[src/rtl/multi_digit_display_driver.sv]
// Multiplexed multi-digit 7-segment driver: accepts a binary value over a
// valid/ready handshake, converts it to BCD by shift-and-add-3, and scans
// the resulting digits across the display with leading-zero blanking and
// an overflow indication.
module multi_digit_display_driver #(
  parameter int unsigned DIGITS         = 4,
  parameter int unsigned BIN_WIDTH      = 14,
  parameter int unsigned REFRESH_DIV    = 10000,
  parameter bit          SEG_ACTIVE_LOW = 1'b0,
  parameter bit          SEL_ACTIVE_LOW = 1'b1,
  parameter bit          BLANK_LEADING  = 1'b1
) (
  input  logic                 clk,
  input  logic                 reset,
  input  logic                 value_valid,
  input  logic [BIN_WIDTH-1:0] value,
  output logic                 value_ready,
  output logic [6:0]           segments,
  output logic [DIGITS-1:0]    display_select,
  output logic                 overflow
);

  localparam int unsigned BW = 4 * DIGITS;
  localparam int unsigned CW = $clog2(BIN_WIDTH);
  localparam int unsigned RW = $clog2(REFRESH_DIV);
  localparam int unsigned IW = (DIGITS > 1) ? $clog2(DIGITS) : 1;

  typedef enum logic {
    IDLE,
    CONVERT
  } state_e;

  state_e               state_q, state_d;
  logic [BIN_WIDTH-1:0] bin_q, bin_d;
  logic [BW-1:0]        bcd_q, bcd_d;
  logic [BW-1:0]        bcd_adj, bcd_shift;
  logic [CW-1:0]        cnt_q, cnt_d;
  logic                 ovf_pend_q, ovf_pend_d;
  logic [BW-1:0]        disp_q, disp_d;
  logic                 ovf_q, ovf_d;
  logic [RW-1:0]        ref_q, ref_d;
  logic [IW-1:0]        idx_q, idx_d;
  logic [3:0]           cur_digit;
  logic                 cur_blank;
  logic                 zero_run;
  logic [6:0]           pattern;
  logic [DIGITS-1:0]    sel_onehot;

  // Add-3 correction on every BCD digit, then shift in the next binary bit.
  // A 1 leaving the top digit means the value needs more than DIGITS
  // decimal digits; that bit is accumulated as the overflow flag instead
  // of carrying wider BCD storage or a magnitude comparator.
  always_comb begin
    bcd_adj = bcd_q;
    for (int unsigned i = 0; i < DIGITS; i++) begin
      if (bcd_q[i*4 +: 4] >= 4'd5) begin
        bcd_adj[i*4 +: 4] = bcd_q[i*4 +: 4] + 4'd3;
      end
    end
    bcd_shift = {bcd_adj[BW-2:0], bin_q[BIN_WIDTH-1]};
  end

  // Handshake FSM and conversion next-state; display loads only on exit.
  always_comb begin
    state_d    = state_q;
    bin_d      = bin_q;
    bcd_d      = bcd_q;
    cnt_d      = cnt_q;
    ovf_pend_d = ovf_pend_q;
    disp_d     = disp_q;
    ovf_d      = ovf_q;
    unique case (state_q)
      IDLE: begin
        if (value_valid) begin
          state_d    = CONVERT;
          bin_d      = value;
          bcd_d      = '0;
          cnt_d      = '0;
          ovf_pend_d = 1'b0;
        end
      end
      CONVERT: begin
        bin_d      = {bin_q[BIN_WIDTH-2:0], 1'b0};
        bcd_d      = bcd_shift;
        cnt_d      = cnt_q + 1'b1;
        ovf_pend_d = ovf_pend_q | bcd_adj[BW-1];
        if (cnt_q == CW'(BIN_WIDTH - 1)) begin
          state_d = IDLE;
          disp_d  = bcd_shift;
          ovf_d   = ovf_pend_q | bcd_adj[BW-1];
        end
      end
      default: state_d = IDLE;
    endcase
  end

  assign value_ready = (state_q == IDLE);

  // Conversion and display state registers.
  always_ff @(posedge clk or negedge reset) begin
    if (!reset) begin
      state_q    <= IDLE;
      bin_q      <= '0;
      bcd_q      <= '0;
      cnt_q      <= '0;
      ovf_pend_q <= 1'b0;
      disp_q     <= '0;
      ovf_q      <= 1'b0;
    end else begin
      state_q    <= state_d;
      bin_q      <= bin_d;
      bcd_q      <= bcd_d;
      cnt_q      <= cnt_d;
      ovf_pend_q <= ovf_pend_d;
      disp_q     <= disp_d;
      ovf_q      <= ovf_d;
    end
  end

  // Refresh prescaler and digit index, free-running and independent of conversion.
  always_comb begin
    ref_d = ref_q + 1'b1;
    idx_d = idx_q;
    if (ref_q == RW'(REFRESH_DIV - 1)) begin
      ref_d = '0;
      idx_d = (idx_q == IW'(DIGITS - 1)) ? '0 : idx_q + 1'b1;
    end
  end

  // Refresh scan registers.
  always_ff @(posedge clk or negedge reset) begin
    if (!reset) begin
      ref_q <= '0;
      idx_q <= '0;
    end else begin
      ref_q <= ref_d;
      idx_q <= idx_d;
    end
  end

  // Select the active digit and decide blanking, walking from the most
  // significant digit down so zero_run covers the digit and all above it.
  always_comb begin
    cur_digit  = '0;
    cur_blank  = 1'b0;
    zero_run   = 1'b1;
    sel_onehot = '0;
    for (int unsigned i = 0; i < DIGITS; i++) begin
      zero_run = zero_run & (disp_q[(DIGITS-1-i)*4 +: 4] == 4'd0);
      if (idx_q == IW'(DIGITS - 1 - i)) begin
        cur_digit = disp_q[(DIGITS-1-i)*4 +: 4];
        cur_blank = zero_run && ((DIGITS - 1 - i) != 0);
      end
      sel_onehot[i] = (idx_q == IW'(i));
    end
  end

  // Segment decode with dash on overflow and polarity applied last.
  always_comb begin
    pattern = 7'b0000000;
    if (ovf_q) begin
      pattern = 7'b0000001;
    end else if (BLANK_LEADING && cur_blank) begin
      pattern = 7'b0000000;
    end else begin
      unique case (cur_digit)
        4'd0:    pattern = 7'b1111110;
        4'd1:    pattern = 7'b0110000;
        4'd2:    pattern = 7'b1101101;
        4'd3:    pattern = 7'b1111001;
        4'd4:    pattern = 7'b0110011;
        4'd5:    pattern = 7'b1011011;
        4'd6:    pattern = 7'b1011111;
        4'd7:    pattern = 7'b1110000;
        4'd8:    pattern = 7'b1111111;
        4'd9:    pattern = 7'b1110011;
        default: pattern = 7'b0000000;
      endcase
    end
    segments       = SEG_ACTIVE_LOW ? ~pattern : pattern;
    display_select = SEL_ACTIVE_LOW ? ~sel_onehot : sel_onehot;
    overflow       = ovf_q;
  end

endmodule

[config.mk]
export PLATFORM = sky130hd
export DESIGN_NAME = multi_digit_display_driver
export DESIGN_NICKNAME = d
export VERILOG_FILES = /design/src/rtl/multi_digit_display_driver.sv
export SDC_FILE = /design/constraint.sdc
export NUM_CORES = 1
export LEC_CHECK = 0
export ABC_AREA = 1
export CAP_MARGIN = 10
export CORE_ASPECT_RATIO = 0.9
export CORE_MARGIN = 5
export CORE_UTILIZATION = 62
export CTS_CLUSTER_SIZE = 8
export DETAILED_ROUTE_END_ITERATION = 8
export PLACE_DENSITY = 0.84
export SLEW_MARGIN = 0
export SYNTH_ARGS = -nofsm -noshare
export SYNTH_HDL_FRONTEND = slang
export SYNTH_SLANG_ARGS = --single-unit
[constraint.sdc]
create_clock -name clk -period 3.3 [get_ports clk]
set_input_delay 0.825 -clock clk [delete_from_list [all_inputs] [get_ports clk]]
set_output_delay 0.825 -clock clk [all_outputs]
set_load 0.1 [all_outputs]
Word-level counts from Yosys, hierarchy flattened
Memories as Yosys holds them, arrays and structs flattened.
Index checks and enable logic that the tools add are counted.
{ "classes": {"addsub": 7, "order_cmp": 4, "n_eq_ne": 6, "n_mux": 27, "bitwise": 5, "n_reduce_logical": 5} }
{ "ops": {"columns": ["cell", "n"], "rows": [
  ["two-way mux 4 bit", 9],
  ["one-hot mux 16 bit (2 select lines)", 1],
  ["two-way mux 14 bit", 2],
  ["one-hot mux 14 bit (2 select lines)", 1],
  ["adder 4 x 2 -> 4 bit (second input constant)", 4],
  ["greater-or-equal comparator 4 x 3 -> 1 bit (second input constant)", 4],
  ["two-way mux 16 bit", 1],
  ["adder 14 x 1 -> 14 bit (second input constant)", 1],
  ["== test 14 bit (second input constant)", 1],
  ["two-way mux 7 bit", 2],
  ["logical NOT 4 bit", 3],
  ["one-hot mux 4 bit (2 select lines)", 1],
  ["two-way mux 1 bit", 7],
  ["adder 4 x 1 -> 4 bit (second input constant)", 1],
  ["== test 2 bit (second input constant)", 2],
  ["== test 4 bit (second input constant)", 1],
  ["NOT 4 bit", 1],
  ["one-hot mux 1 bit (2 select lines)", 2],
  ["adder 2 x 1 -> 2 bit (second input constant)", 1],
  ["bitwise AND 1 bit", 2],
  ["== test 2 x 1 -> 1 bit (second input constant)", 1],
  ["logical NOT 2 bit", 1],
  ["two-way mux 2 bit", 1],
  ["!= test 2 bit (second input constant)", 1],
  ["other kinds (3)", 3]
]} }
{ "totals": {"reg_bits": 69, "romBits": 112, "in_bits": 17, "output_inout_bits": 13, "wordCells": 64, "n_memories": 1} }
{ "memory_table": {"columns": ["name", "words", "word_bits", "read_ports", "rd_clocked_by_memory_dff", "write_ports", "line_no", "source"], "rows": [
  ["(no name shown)", 16, 7, 1, 0, 0, "166", "unique case (cur_digit)"]
]} }

Logic depth before layout (Yosys ltp)
An unclocked memory read counts as a cell.
{ "depth": {"depth_word": 8, "ltp_mapped": 13, "ltp_nobuf": 13} }

Worst setup path before layout
No wires, ideal clock.
{ "synth_path": {"path_type": "flip-flop to output port", "startpoint": "reg idx_q[0]", "endpoint": "out segments[3]", "arrival_ps": 3262, "required_time_ps": 2475, "setup_slack_ps": -787, "stages_incl_launch_ff": 13, "path_buffers": 0, "cell_sequence": "dfrtp_1 inv_1 ha_1 inv_2 nand3_1 o211ai_1 nand2_1 nand2_1 inv_1 ha_1 nor2_1 nor2_1 nor2_1"} }
{ "synth_via": {"elab_chain_cells": 8} }
{ "synth_lines": {"columns": ["item", "line_no", "source"], "rows": [
  ["start: declaration", "42", "logic [IW-1:0] idx_q, idx_d;"],
  ["start signal: assignment", "137", "idx_q <= idx_d;"],
  ["== test 2 bit", "150", "if (idx_q == IW'(DIGITS - 1 - i)) begin"],
  ["two-way mux 4 bit (4 in series)", "150", null],
  ["memory read (16 x 7 bit)", null, null],
  ["two-way mux 7 bit *", "163", "end else if (BLANK_LEADING && cur_blank) begin"],
  ["two-way mux 7 bit *", "161", "if (ovf_q) begin"],
  ["end: declaration", "18", "output logic [6:0] segments,"]
]} }
Mark *: on every way between the ends. The rest lies on a longest branch, timed or not.

Final worst setup path
Ends and elaborated chain as after synthesis.

==> summary.md <==
| Metric | Value |
|---|---|
| CP Data Arrival Time | `2350 ps` |
| Final WS setup | `127.3 ps` |
| Status | `complete, no violations` |
| Yosys top cell area share | `47.00%` |
| First-pass GRT wire length | `13.40 mm` |
| CP endpoint kind | `output port` |
| Wirelength per Cell | `14.16 µm` |
| DR iter-0 viols | `211` |
| Total die area | `0.007566 mm²` |
| Core area | `0.005725 mm²` |
| Std-Cell Rows | `26` |
| Root buf cell | `clkbuf_8` |
| Static Leak | `0.002204 µW` |
| Maxcap violations | `0` |
| Synthesis-to-finish area growth | `19.55%` |
| Clock Path Buffers | `2` |
| Worst-Skew Late Latency | `350 ps` |
| RR Startpoint | `state_q` |
| Final core occ | `76.70%` |
| Via density | `5.532` |
| Most common cell in the synthesized netlist | `nand2_1` |
| Final Cycle Share | `96.14%` |
| Number of H-tree levels | `3` |
| Worst endpoint required time | `2470 ps` |
| #FFs+latches synth | `69` |
| Worst vdd ir | `0.001883 V` |
| Most common flop cell mapped by yosys | `dfrtp_1` |
| Router iterations before antenna repair | `6` |
| Nets | `534` |
| Buffers & Inverters on Critical Path | `4` |
| # DRC | `0` |
| Post-synthesis cell area | `0.003674 mm²` |
| Clock slew at the register clock pins of the worst setup and hold paths | `70 ps` |
| Vias | `3159` |
| Top cells by count, synth | `nand2_1, dfrtp_1, inv_1, o21ai_0, nor2_1` |
| Die height | `83.03 µm` |
| CTS Buf Count | `9` |
| Tightest Pin Transition | `603.3 ps` |
| Ant diodes | `0` |
| Tmin final | `3173 ps` |
| Dpl cell area | `0.004150 mm²` |
| CTS Hold Buffers Added | `0` |
| Worst Skew | `10.03 ps` |
| Max-slew violation count | `0` |
| Initial Util | `64.16%` |
| Syn avg cell area | `7.969 µm²` |
| TritonCTS clock tree | `built` |
| Post-synthesis async set-or-reset flop share | `100.0%` |
| Largest net degree at the start of global routing | `28` |
| Register area share after synthesis | `47.00%` |
| Largest area contributor in the netlist | `dfrtp_1` |
| Fin. Hold Viols | `0` |
| Drt total wl | `8.086 mm` |
| Post-route cell area | `0.004392 mm²` |
| Antenna Nets Post-Route | `0` |
| Worst stage delay on the critical path | `460 ps` |
| GP Congestion | `0.8414` |
| Total power | `4446 µW` |
| Initial antenna violation count | `0` |
| Max Freq | `0.3152 GHz` |
| Worst R2R Setup Slack | `1430 ps` |
| Buffers on Ports | `29` |
| R2r worst-path depth | `5` |
| Chip width | `91.14 µm` |
| HPWL after detailed placement | `5.739 mm` |
| Overflow after GRT | `0` |
| Layout cells sized above 1 | `12.97%` |
| Crit-path max FO | `7` |
| IO Count | `30` |
| Synth top area cells | `dfrtp_1, nand2_1, ha_1` |
| Synth cell types | `28` |
| Dpl ws | `196.8 ps` |
| Kind of cell adding the most delay to the critical path | `simple AND/OR/NAND/NOR gates` |
| Crit path kind | `reg -> out` |
| Gr usage total | `21.68%` |
| Critical Path Source Type | `flop` |
| Final setup fails | `0` |
| HP Class | `in -> async` |
| Power per Cell Area | `1012 mW/mm²` |
| FF-to-FF End | `disp_q[13]` |
| Syn nets | `498` |
| Crit-path slowest cell | `dfrtp_2` |
| Vias in the first global route | `3019` |
| Slew headroom | `59.66%` |
| Cell Chain, Critical Path | `inv_4 > ha_4 > inv_2 > o211ai_1 > nand2_1 > nand2_2 > inv_1 > ha_4 > nor2_4 > nor2_1 > nor2_4 > buf_12` |
| Post-synth EDFFs | `0` |
| Yosys warns | `0` |
| CTS sink cnt | `69` |
| Cell count after synthesis | `461` |
## how the worst max path moves through the flow
stage / start / to / slack (ps) / depth (start not counted)
after floorplan: idx_q[0] / segments[3] / -140 / 12
after global placement: idx_q[0] / segments[3] / 340 / 12
after detailed placement: idx_q[0] / segments[3] / 200 / 12
after CTS: idx_q[1] / segments[3] / 6 / 12
after global routing: idx_q[1] / segments[2] / -7 / 14
final: idx_q[0] / segments[3] / 130 / 12
## sequential cells by signal (all words and copies together), names as in the netlist
signal      count
bcd_q          16
disp_q         16
bin_q          14
ref_q          14
cnt_q           4
idx_q           2
overflow        1
ovf_pend_q      1
state_q         1
## area by class of cell
cell class / instances / area, µm²
Clock buffer: 12 / 145.1
Tap cell: 70 / 87.58
Clock inverter: 3 / 22.52
Timing Repair Buffer: 34 / 377.9
Multi-Input combinational cell: 318 / 1782
Sequential cell: 69 / 1728
Inverter: 65 / 249.0
Fill cell: 380 / 1334
## per-stage QoR
step	cells	TNS (ps)	hold slack, ps
2_1_floorplan	461	-142.3	432.9
3_3_place_gp	556	0	450.7
3_5_place_dp	556	0	456.8
4_1_cts	571	0	394.3
5_1_grt	571	-21.78	417.5
6_report	571	0	393.3
## power by group
group	total [µW]	internal [µW]	leakage [µW]	switching [µW]
Clock	603	289	0.0000747	314
Sequential	1370	1150	0.000869	223
Combinational	2470	829	0.00126	1640
Total	4450	2270	0.00220	2180
## cells by family after synthesis
family / count (synthesis) / synth area share (%)
and+or+nand+nor: 206 / 23.47
AOI/OAI and AO/OA: 82 / 12.70
buffers and inverters: 74 / 7.629
DFF: 69 / 47.00
adders and majority gates: 20 / 6.812
xor gates and xnor gates: 10 / 2.384
## cell usage in the layout, fill, tap and decap left out, drive strengths merged, types with 2 or more instances in the layout
| master | netlist | layout |
|---|---|---|
| a21oi | 6 | 6 |
| nand2 | 125 | 125 |
| xnor2 | 2 | 2 |
| clkbuf | 6 | 12 |
| clkinvlp | 0 | 3 |
| nand4 | 6 | 6 |
| clkinv | 2 | 2 |
| inv | 63 | 63 |
| nand3 | 20 | 20 |
| nor2 | 43 | 43 |
| buf | 3 | 19 |
| clkdlybuf4s50 | 0 | 15 |
| o21ai | 46 | 46 |
| or2 | 3 | 3 |
| dfrtp | 69 | 69 |
| ha | 20 | 20 |
| a22oi | 12 | 12 |
| xor2 | 8 | 8 |
| nor3 | 8 | 8 |
| o22ai | 14 | 14 |
| o211ai | 3 | 3 |
## routing by layer
layer | vias to the layer above | global-route usage [%] | routed length, µm | share of wire (%)
met5 | - | 0 | 0 | 0
met4 | 0 | 8.267 | 172 | 2.1
met3 | 19 | 5.787 | 419 | 5.2
met2 | 97 | 35.58 | 3951 | 49
met1 | 1487 | 27.32 | 3542 | 44
li1 | 1556 | - | - | -
## repair_timing
| item | CTS | global route |
|---|---|---|
| buffers inserted | 0 | 0 |
| cloned | 0 | 0 |
| gates resized for setup | 6 | 13 |
| setup endpoints to repair | 4 | 7 |
(Power assumes the default switching activity.)
